`config.mk`:
```
export PLATFORM = sky130hd
export DESIGN_NAME = arcade_input_flat
export DESIGN_NICKNAME = d
export VERILOG_FILES = /design/src/rtl/arcade_input_pkg.sv /design/src/rtl/arcade_input_if.sv /design/src/rtl/arcade_input_coin.sv /design/src/rtl/arcade_input.sv /design/src/flat_wrapper.sv
export SDC_FILE = /design/constraint.sdc
export NUM_CORES = 1
export LEC_CHECK = 0
export ABC_CLOCK_PERIOD_IN_PS = 2100
export BUFFER_PORTS_ARGS = -buffer_cell sky130_fd_sc_hd__buf_2
export CAP_MARGIN = 20
export CORE_MARGIN = 4
export CORE_UTILIZATION = 35
export DETAILED_ROUTE_END_ITERATION = 10
export PLACE_DENSITY = 0.7
export SYNTH_ARGS = -nofsm -noshare
export SYNTH_HDL_FRONTEND = slang
export SYNTH_HIERARCHICAL = 1
export SYNTH_SLANG_ARGS = --single-unit
```
`constraint.sdc`:
```
create_clock -name clk -period 2.1 [get_ports clk]
set_input_delay 0.42 -clock clk [delete_from_list [all_inputs] [get_ports clk]]
set_output_delay 0.42 -clock clk [all_outputs]
set_load 0.01 [all_outputs]
```
`src/rtl/arcade_input_pkg.sv`:
```
// Shared constants for the arcade input front end: scan-code maps, ioctl indices
// and the bit layout of the per-player joystick word.
package arcade_input_pkg;

    localparam logic [7:0] DIP_INDEX  = 8'd254;
    localparam logic [7:0] GAME_INDEX = 8'd1;
    localparam logic [7:0] KEY_PAUSE  = 8'h4D;

    // Directions packed {up, down, left, right} so byte k matches joystick bit k.
    localparam logic [31:0] P1_DIRS = {8'h75, 8'h72, 8'h6B, 8'h74};
    localparam logic [31:0] P2_DIRS = {8'h2D, 8'h2B, 8'h23, 8'h34};
    localparam logic [47:0] P1_BTNS = {8'h22, 8'h1A, 8'h12, 8'h29, 8'h11, 8'h14};
    localparam logic [47:0] P2_BTNS = {8'h2C, 8'h24, 8'h1D, 8'h15, 8'h1B, 8'h1C};
    localparam logic [15:0] P1_SYS  = {8'h2E, 8'h16};
    localparam logic [15:0] P2_SYS  = {8'h36, 8'h1E};

    function automatic int btn_bit(int i);
        return 4 + i;
    endfunction

    function automatic int start_bit(int nb);
        return 4 + nb;
    endfunction

    function automatic int coin_bit(int nb);
        return 5 + nb;
    endfunction

    // Returns {mapped, scan_code} for joystick-layout bit k of player p.
    function automatic logic [8:0] key_code(int p, int k, int nb);
        logic [31:0] dirs;
        logic [47:0] btns;
        logic [15:0] sys;
        dirs = '0;
        btns = '0;
        sys  = '0;
        if (p == 0) begin
            dirs = P1_DIRS; btns = P1_BTNS; sys = P1_SYS;
        end else if (p == 1) begin
            dirs = P2_DIRS; btns = P2_BTNS; sys = P2_SYS;
        end else begin
            return 9'h000;
        end
        if (k < 4)             return {1'b1, dirs[8*k +: 8]};
        if (k < btn_bit(nb))   return {1'b1, btns[8*(k-4) +: 8]};
        if (k == start_bit(nb)) return {1'b1, sys[7:0]};
        if (k == coin_bit(nb))  return {1'b1, sys[15:8]};
        return 9'h000;
    endfunction

endpackage

```
`src/rtl/arcade_input_if.sv`:
```
// ioctl download bus from hps_io into the input front end.
interface arcade_input_if;
    logic [24:0] ioctl_addr;
    logic [7:0]  ioctl_data;
    logic        ioctl_wr;
    logic [7:0]  ioctl_index;

    modport master (output ioctl_addr, ioctl_data, ioctl_wr, ioctl_index);
    modport slave  (input  ioctl_addr, ioctl_data, ioctl_wr, ioctl_index);
endinterface

```
`src/rtl/arcade_input_coin.sv`:
```
// Fixed-width, non-retriggerable coin pulse from a raw coin level.
module coin_pulse #(
    parameter int COIN_HOLD = 16
) (
    input  logic clk,
    input  logic reset_n,
    input  logic in,
    output logic out
);
    localparam int CW = $clog2(COIN_HOLD + 1);

    logic          in_q;
    logic          out_q;
    logic [CW-1:0] cnt_q, cnt_d;

    // Rising edges are only honoured once the previous pulse has fully drained.
    always_comb begin
        cnt_d = cnt_q;
        if (cnt_q != '0)
            cnt_d = cnt_q - CW'(1);
        else if (in && !in_q)
            cnt_d = CW'(COIN_HOLD);
    end

    always_ff @(posedge clk or negedge reset_n) begin
        if (!reset_n) begin
            in_q  <= 1'b0;
            cnt_q <= '0;
            out_q <= 1'b0;
        end else begin
            in_q  <= in;
            cnt_q <= cnt_d;
            out_q <= (cnt_d != '0);
        end
    end

    assign out = out_q;
endmodule

```
`src/rtl/arcade_input.sv`:
```
// Merges PS/2 keys and HPS joysticks into registered player controls; captures
// DIP banks and the game index from ioctl downloads.
module arcade_input
    import arcade_input_pkg::*;
#(
    parameter int NUM_PLAYERS = 2,
    parameter int NUM_BUTTONS = 4,
    parameter int NUM_DIP     = 2,
    parameter int COIN_HOLD   = 16
) (
    input  logic                             clk,
    input  logic                             reset_n,
    input  logic [10:0]                      ps2_key,
    input  logic [NUM_PLAYERS*16-1:0]        joystick,
    arcade_input_if.slave                    ioctl,
    output logic [NUM_PLAYERS*4-1:0]         joy,
    output logic [NUM_PLAYERS*NUM_BUTTONS-1:0] buttons,
    output logic [NUM_PLAYERS-1:0]           start,
    output logic [NUM_PLAYERS-1:0]           coin,
    output logic                             pause,
    output logic [NUM_DIP*8-1:0]             dip,
    output logic [3:0]                       game_index
);
    localparam int NKEY  = 6 + NUM_BUTTONS;
    localparam int START = start_bit(NUM_BUTTONS);
    localparam int COIN  = coin_bit(NUM_BUTTONS);

    logic                              old_toggle_q;
    logic                              ps2_event;
    logic [NKEY-1:0]                   key_q [NUM_PLAYERS];
    logic [NKEY-1:0]                   key_d [NUM_PLAYERS];
    logic [NKEY-1:0]                   raw   [NUM_PLAYERS];
    logic                              pause_key_q, pause_key_d;
    logic                              pause_q, pause_d;
    logic [NUM_PLAYERS*4-1:0]          joy_q, joy_d;
    logic [NUM_PLAYERS*NUM_BUTTONS-1:0] buttons_q, buttons_d;
    logic [NUM_PLAYERS-1:0]            start_q, start_d;
    logic [3:0]                        game_index_q;
    logic                              unused_ext;

    assign ps2_event  = ps2_key[10] ^ old_toggle_q;
    assign unused_ext = ps2_key[8];

    always_comb begin
        for (int p = 0; p < NUM_PLAYERS; p++)
            key_d[p] = key_q[p];
        pause_key_d = pause_key_q;
        pause_d     = pause_q;
        if (ps2_event) begin
            for (int p = 0; p < NUM_PLAYERS; p++)
                for (int k = 0; k < NKEY; k++)
                    if (key_code(p, k, NUM_BUTTONS) == {1'b1, ps2_key[7:0]})
                        key_d[p][k] = ps2_key[9];
            // Only the first key-down toggles; auto-repeat presses see pause_key_q set.
            if (ps2_key[7:0] == KEY_PAUSE) begin
                pause_key_d = ps2_key[9];
                if (ps2_key[9] && !pause_key_q)
                    pause_d = ~pause_q;
            end
        end
    end

    for (genvar gi = 0; gi < NUM_PLAYERS; gi++) begin : g_player
        assign raw[gi] = key_q[gi] | joystick[16*gi +: NKEY];
        assign joy_d[4*gi +: 4] = {raw[gi][3] & ~raw[gi][2], raw[gi][2] & ~raw[gi][3],
                                   raw[gi][0] & ~raw[gi][1], raw[gi][1] & ~raw[gi][0]};
        assign buttons_d[NUM_BUTTONS*gi +: NUM_BUTTONS] = raw[gi][4 +: NUM_BUTTONS];
        assign start_d[gi] = raw[gi][START];

        coin_pulse #(.COIN_HOLD(COIN_HOLD)) u_coin (
            .clk     (clk),
            .reset_n (reset_n),
            .in      (raw[gi][COIN]),
            .out     (coin[gi])
        );
    end

    always_ff @(posedge clk or negedge reset_n) begin
        if (!reset_n) begin
            old_toggle_q <= 1'b0;
            for (int p = 0; p < NUM_PLAYERS; p++)
                key_q[p] <= '0;
            pause_key_q  <= 1'b0;
            pause_q      <= 1'b0;
            joy_q        <= '0;
            buttons_q    <= '0;
            start_q      <= '0;
            game_index_q <= '0;
        end else begin
            old_toggle_q <= ps2_key[10];
            for (int p = 0; p < NUM_PLAYERS; p++)
                key_q[p] <= key_d[p];
            pause_key_q <= pause_key_d;
            pause_q     <= pause_d;
            joy_q       <= joy_d;
            buttons_q   <= buttons_d;
            start_q     <= start_d;
            if (ioctl.ioctl_wr && ioctl.ioctl_index == GAME_INDEX)
                game_index_q <= ioctl.ioctl_data[3:0];
        end
    end

    // Full-address match per bank, so out-of-range addresses never alias a bank.
    for (genvar gi = 0; gi < NUM_DIP; gi++) begin : g_dip
        logic [7:0] bank_q;
        always_ff @(posedge clk or negedge reset_n) begin
            if (!reset_n)
                bank_q <= '0;
            else if (ioctl.ioctl_wr && ioctl.ioctl_index == DIP_INDEX &&
                     ioctl.ioctl_addr == 25'(gi))
                bank_q <= ioctl.ioctl_data;
        end
        assign dip[8*gi +: 8] = bank_q;
    end

    assign joy        = joy_q;
    assign buttons    = buttons_q;
    assign start      = start_q;
    assign pause      = pause_q;
    assign game_index = game_index_q;
endmodule
```
`src/flat_wrapper.sv`:
```
// flat-port wrapper written by rule: the top's interface ports become plain ports
module arcade_input_flat import arcade_input_pkg::*;
#(
    parameter int NUM_PLAYERS = 2,
    parameter int NUM_BUTTONS = 4,
    parameter int NUM_DIP     = 2,
    parameter int COIN_HOLD   = 16
)
  (clk, reset_n, ps2_key, joystick, joy, buttons, start, coin, pause, dip, game_index, ioctl_ioctl_addr, ioctl_ioctl_data, ioctl_ioctl_wr, ioctl_ioctl_index);
  arcade_input_if ioctl_i ();
  input  logic clk;
  input  logic reset_n;
  input  logic [10:0] ps2_key;
  input  logic [NUM_PLAYERS*16-1:0] joystick;
  output logic [NUM_PLAYERS*4-1:0] joy;
  output logic [NUM_PLAYERS*NUM_BUTTONS-1:0] buttons;
  output logic [NUM_PLAYERS-1:0] start;
  output logic [NUM_PLAYERS-1:0] coin;
  output logic pause;
  output logic [NUM_DIP*8-1:0] dip;
  output logic [3:0] game_index;
  input wire logic [$bits(ioctl_i.ioctl_addr)-1:0] ioctl_ioctl_addr;
  input wire logic [$bits(ioctl_i.ioctl_data)-1:0] ioctl_ioctl_data;
  input wire logic [$bits(ioctl_i.ioctl_wr)-1:0] ioctl_ioctl_wr;
  input wire logic [$bits(ioctl_i.ioctl_index)-1:0] ioctl_ioctl_index;
  assign ioctl_i.ioctl_addr = ioctl_ioctl_addr;
  assign ioctl_i.ioctl_data = ioctl_ioctl_data;
  assign ioctl_i.ioctl_wr = ioctl_ioctl_wr;
  assign ioctl_i.ioctl_index = ioctl_ioctl_index;
  arcade_input #(.NUM_PLAYERS(NUM_PLAYERS), .NUM_BUTTONS(NUM_BUTTONS), .NUM_DIP(NUM_DIP), .COIN_HOLD(COIN_HOLD)) u_core (.clk(clk), .reset_n(reset_n), .ps2_key(ps2_key), .joystick(joystick), .ioctl(ioctl_i), .joy(joy), .buttons(buttons), .start(start), .coin(coin), .pause(pause), .dip(dip), .game_index(game_index));
endmodule
```
# [Word-level counts from Yosys, hierarchy flattened]
# Index checks and enable logic that the tools add are counted.
[totals] reg_bits=75 inputBits=87 elab_cells=189 out_inout_bits=41
[op_classes] reduce_logical=37 n_addsub=2 n_mux=71 n_bitwise=20 eq_ne=24
[ops] cell="$mux 9" count=61
[ops] cell="$eq 9x9->1" count=20
[ops] cell="$reduce_and 2->1" count=21
[ops] cell="$eq 25x1->1 const B" count=1
[ops] cell="$logic_not 25->1" count=1
[ops] cell="$mux 5" count=4
[ops] cell="$or 10x10->10" count=2
[ops] cell="$reduce_bool 5->1" count=4
[ops] cell="$sub 5x1->5 const B" count=2
[ops] cell="$not 1->1" count=9
[ops] cell="$and 1x1->1" count=8
[ops] cell="$eq 8x1->1 const B" count=1
[ops] cell="$eq 8x7->1 const B" count=1
[ops] cell="$eq 8x8->1 const B" count=1
[ops] cell="$logic_and 1x1->1" count=7
[ops] cell="$mux 1" count=6
[ops] cell="$logic_not 1->1" count=3
[ops] cell="$reduce_and 3->1" count=1
[ops] cell="$xor 1x1->1" count=1

# [Logic depth before layout (Yosys ltp)]
[depth] ltp_word=13 depth_mapped=6 depth_no_buf=6

# [Modules after synthesis]
# Netlist, hierarchy kept.
[by_module_without_submodules] mod="arcade_input" area_per_inst_um2=2560.0 seq_area_each_um2=1526.5 cells_per_inst=195 instances=1
[by_module_without_submodules] mod="coin_pulse" area_per_inst_um2=314.1 seq_area_each_um2=175.2 cells_per_inst=27 instances=2

# [Least setup slack after synthesis]
# No wires, ideal clock.
[synth_path] path_kind="in2reg" from="input ioctl_ioctl_addr[21]" to="register u_core.g_dip[0].bank_q[0]" path_stages=5 t_arrival_ns=1.833 setup_time_ns=0.125 path_slack_ns=0.142 n_path_buf=1 required_time_ns=1.975 cell_sequence="or4_1 > nor3_2 > and4b_1 > buf_6 > mux2_2"
[synth_via] elab_chain_len=2
[synth_lines] element="start, declared" line="flat_wrapper.sv:22" text="input wire logic [$bits(ioctl_i.ioctl_addr)-1:0] ioctl_ioctl_addr;"
[synth_lines] element="$logic_not 25->1" line="arcade_input.sv:110" text="ioctl.ioctl_addr == 25'(gi))"
[synth_lines] element="$logic_and 1x1->1" line="arcade_input.sv:109" text="else if (ioctl.ioctl_wr && ioctl.ioctl_index == DIP_INDEX &&"
[synth_lines] element="end signal, assigned" line="arcade_input.sv:111" text="bank_q <= ioctl.ioctl_data;"
[synth_lines] element="end, declared" line="arcade_input.sv:105" text="logic [7:0] bank_q;"
# Every way passes these cells.
# A chain may end at the register's enable or synchronous reset.

# [Final worst setup path]
[layout_path] from="register u_core.g_player[0].u_coin.cnt_q[0]" to="register u_core.g_player[0].u_coin.out_q"
[layout_via] elab_chain_len=3 word_cells_on_any_way=5 cone_classes="1 x add/sub; 2 x mux; 2 x reduce/logical"
[layout_lines] element="start, declared" line="arcade_input_coin.sv:14" text="logic [CW-1:0] cnt_q, cnt_d;"
[layout_lines] element="start signal, assigned" line="arcade_input_coin.sv:32" text="cnt_q <= cnt_d;"
[layout_lines] element="$sub 5x1->5 / $reduce_bool 5->1 (equally long branches)" line="arcade_input_coin.sv:20, arcade_input_coin.sv:19"
[layout_lines] element="$mux 5 (*)" line="arcade_input_coin.sv:19" text="if (cnt_q != '0)"
[layout_lines] element="named net u_core.g_player[0].u_coin.cnt_d[3]" line="arcade_input_coin.sv:14"
[layout_lines] element="$reduce_bool 5->1 (*)" line="arcade_input_coin.sv:33" text="out_q <= (cnt_d != '0);"
[layout_lines] element="end signal, assigned" line="arcade_input_coin.sv:33"
[layout_lines] element="end, declared" line="arcade_input_coin.sv:13" text="logic out_q;"
# Mark *: on every way through the listed nets, which the timed path passes. The rest lies on a longest branch.

==> summary.txt <==
Status
  – Outcome: finished clean

Finish
  – Final Cell Area: 0.004109 sq mm
  – Sequential Area: 0.001877 sq mm
  – Fin cells: 486
  – Layout fillers: 803
  – Multi-input logic area: 0.001266 sq mm
  – Syn-to-layout area delta: 28.89%
  – Final #Nets: 464
  – Antenna diode count: 0
  – Share of cells above drive strength 1: 50.79%

STA
  – Final-report max-slew violation count: 0
  – Unrepaired setup endpoints after global routing: no
  – Setup TNS: 0 ps
  – Fmax: 530.3 MHz
  – Hold Vio Cnt, Final: 0
  – Final setup vio count: 0
  – Final Cycle Share: 89.80%
  – Setup Skew: 4.733 ps
  – Worst-margin pin slew: 578.9 ps
  – Fin crit period: 1886 ps
  – Slew HR: 61.41%
  – Setup WS post-layout: 214.1 ps

Global route
  – Initial antenna violation count: 0
  – Grt met3 use: 3.421%
  – Largest net degree at the start of global routing: 46
  – Layer with the highest usage: met2
  – GRT Total Usage: 13.73%
  – First-pass GRT wire length: 11.34 mm
  – Vias in the first global route: 2,414
  – Met2 GRT Util: 23.33%
  – Grt total ovfl: 0
  – Routing usage on met1: 16.42%

Clock network
  – TritonCTS clock tree: done
  – Max Buffers Root-to-Sink: 2
  – Clock sink total: 75
  – Worst skew pair latency: 330 ps
  – CTS root buf: clkbuf_8
  – H-Tree Depth: 3
  – Post-CTS Setup Repair Bufs: 0
  – Clock transition at path regs: 70 ps
  – Num CTS Buffers: 9
  – # hold bufs at CTS: 0
  – Post-CTS sizing: 0

Place
  – Dpl ws: -64.31 ps
  – Buffers on Ports: 114
  – HPWL after DPL: 5.529 mm
  – Routability Congestion: 0.8039
  – Placed Area: 0.003928 sq mm
  – Inst Count DP: 472

Floorplan
  – Die ar.: 0.01070 sq mm
  – Initial cell density of the core: 36.20%
  – Die height: 103.4 um
  – IO Pins: 128
  – Chip Width: 103.4 um
  – # rows: 34
  – Core area: 0.008806 sq mm

Detailed routing
  – Pre-antenna DRT Iters: 4
  – Drt total wl: 7.028 mm
  – Vias per std cell: 4.827
  – Via count: 2,346
  – Drt wl/cell: 14.46 um
  – # DRC: 0
  – Remaining antenna violation count: 0
  – DR iter-0 viols: 57

Worst setup path
  – Worst setup EP type: register
  – Max FO, Critical Path: 6
  – WS Path Type: reg2reg
  – Startpoint Class: register
  – Worst EP required: 2310 ps
  – CP arrival: 2090 ps

Pwr
  – Cell Pwr Density: 821.0 mW/mm^2
  – Net Sw Power: 921.2 uW
  – Cell-internal power: 2452 uW
  – Combinational power share: 17.7%
  – Clock Power Share: 30.9%
  – Max VDD drop: 0.2942 mV
  – Leakage Power: 0.002087 uW
  – Sw Share: 27.31%
  – Share of power burned in registers: 51.4%

Synthesis
  – Post-Synthesis Cells: 249
  – Synth Cell Area: 0.003188 sq mm
  – Yosys cell types: 34
  – Post-Syn Nets: 338
  – Post-synth top area cell: dfrtp_1
  – YS warnings: 6
  – Share of the synthesized area in the top cell type: 58.87%
  – Register area share after synthesis: 58.87%
  – Synth area leaders: dfrtp_1, mux2_2, or2_2
  – Syn Area/Cell: 12.80 sq um
  – Register bit total from synthesis: 75

Flow run
  – Max_cap viols: 0

Hold path
  – Worst Hold Class: in2async
[Yosys cell counts]
| cell type | instances |
|---|---|
| nor3_1 | 7 |
| or2b_1 | 2 |
| nor3b_1 | 2 |
| inv_1 | 5 |
| or4b_4 | 1 |
| o21a_1 | 4 |
| nor2b_1 | 4 |
| o21ai_1 | 6 |
| nor4b_1 | 3 |
| and4b_1 | 2 |
| or4b_1 | 2 |
| dfrtp_1 | 75 |
| o31ai_1 | 2 |
| ha_1 | 2 |
| nand3b_1 | 2 |
| nand4b_1 | 2 |
| or4_1 | 6 |
| nand4_2 | 1 |
| nand4_1 | 6 |
| buf_6 | 1 |
| nor4_1 | 7 |
| clkbuf_1 | 4 |
| xor2_1 | 1 |
| nor4b_4 | 2 |
| nand2_1 | 8 |
| and4_1 | 1 |
| nand2b_1 | 5 |
| nor2_1 | 17 |
| o21ai_0 | 4 |
| mux2_2 | 41 |
| or2_2 | 12 |
| nor3_2 | 2 |
| nand3_1 | 8 |
| xnor2_1 | 2 |
[placed cells by master, fill, tap and decap left out, types with 3 or more instances in the layout]
| master | count |
|---|---|
| buf_2 | 113 |
| dfrtp_1 | 75 |
| mux2_2 | 41 |
| nor2_1 | 17 |
| or2_2 | 12 |
| clkbuf_8 | 10 |
| nand2_1 | 8 |
| nand3_1 | 8 |
| nor3_1 | 7 |
| nor4_1 | 7 |
| buf_4 | 6 |
| nand4_1 | 6 |
| or4_1 | 6 |
| o21ai_1 | 6 |
| nand2b_1 | 5 |
| inv_1 | 5 |
| o21a_1 | 4 |
| nor2b_1 | 4 |
| o21ai_0 | 4 |
| nor4b_1 | 3 |
[final cells by class]
type	count	share of cell area [%]
timing repair buffer	120	15.35
clock buffer	11	3.441
sequential	75	45.68
inverter	5	0.4568
multi-input combinational	164	30.82
clock inverter	3	0.9744
tap	108	3.289
[through the flow]
step	utilization (%)	hold slack [ps]	power [uW]
final	46.66	77.13	3373
after global routing	46.66	110.7	3604
after CTS	46.66	92.85	3435
after detailed placement	44.60	450.3	2364
after global placement	44.60	450.5	2323
after floorplan	-	124.4	2112
[routing by layer]
layer / vias up / routed length [um]
met4: 0 / 112
met5: - / 0
met1: 1127 / 2954
li1: 1155 / -
met3: 11 / 345
met2: 53 / 3615
[cells by family after synthesis]
kind of cell	Yosys count	synth area share [%]
adders and majority gates	2	0.7848
AOI/OAI and AO/OA	16	2.983
muxes	41	14.48
and+or+nand+nor	102	20.64
xor gates and xnor gates	3	0.8243
buffers and inverters	10	1.413
DFF	75	58.87
[power groups by stage]
| stage | clock (uW) | combinational, uW | sequential [uW] |
|---|---|---|---|
| 2_1_floorplan | 0 | 368 | 1740 |
| 3_3_place_gp | 0 | 574 | 1750 |
| 3_5_place_dp | 0 | 603 | 1760 |
| 4_1_cts | 1100 | 605 | 1730 |
| 5_1_grt | 1160 | 689 | 1760 |
| 6_report | 1040 | 597 | 1730 |
[flip-flops by register name, indices dropped and copies added, names as in the netlist, 2 cells and up]
| register | cells |
|---|---|
| u_core/key_q | 20 |
| u_core/g_dip.bank_q | 16 |
| u_core/game_index | 4 |
| u_core/start | 2 |
| u_core/buttons | 8 |
| u_core/g_player.u_coin/cnt_q | 10 |
| u_core/g_player.u_coin/out | 2 |
| u_core/g_player.u_coin/in_q | 2 |
| u_core/joy | 8 |
[worst paths after layout]
| path | startpoint | end | slack [ps] | cells past startpoint |
|---|---|---|---|---|
| max in group asynchronous | reset_n | u_core/key_q[1] | 1440 | 2 |
| min in group clk | ps2_key[10] | u_core/old_toggle_q | 240 | 1 |
| setup / recovery | u_core/g_player[0].u_coin/cnt_q[0] | u_core/g_player[0].u_coin/out | 210 | 6 |
| hold reg to reg | u_core/key_q[11] | u_core/joy[1] | 460 | 1 |
| hold / removal | reset_n | u_core/joy[6] | 80 | 1 |
| setup reg to reg | u_core/g_player[0].u_coin/cnt_q[0] | u_core/g_player[0].u_coin/out | 210 | 6 |
[critical path, stage by stage (launching register included)]
cell	delay [ps]
dfrtp_1	430
inv_1	80
ha_1	200
nor4b_4	350
o21ai_1	150
nor2_1	110
or4b_1	440
(Power assumes the default switching activity.)
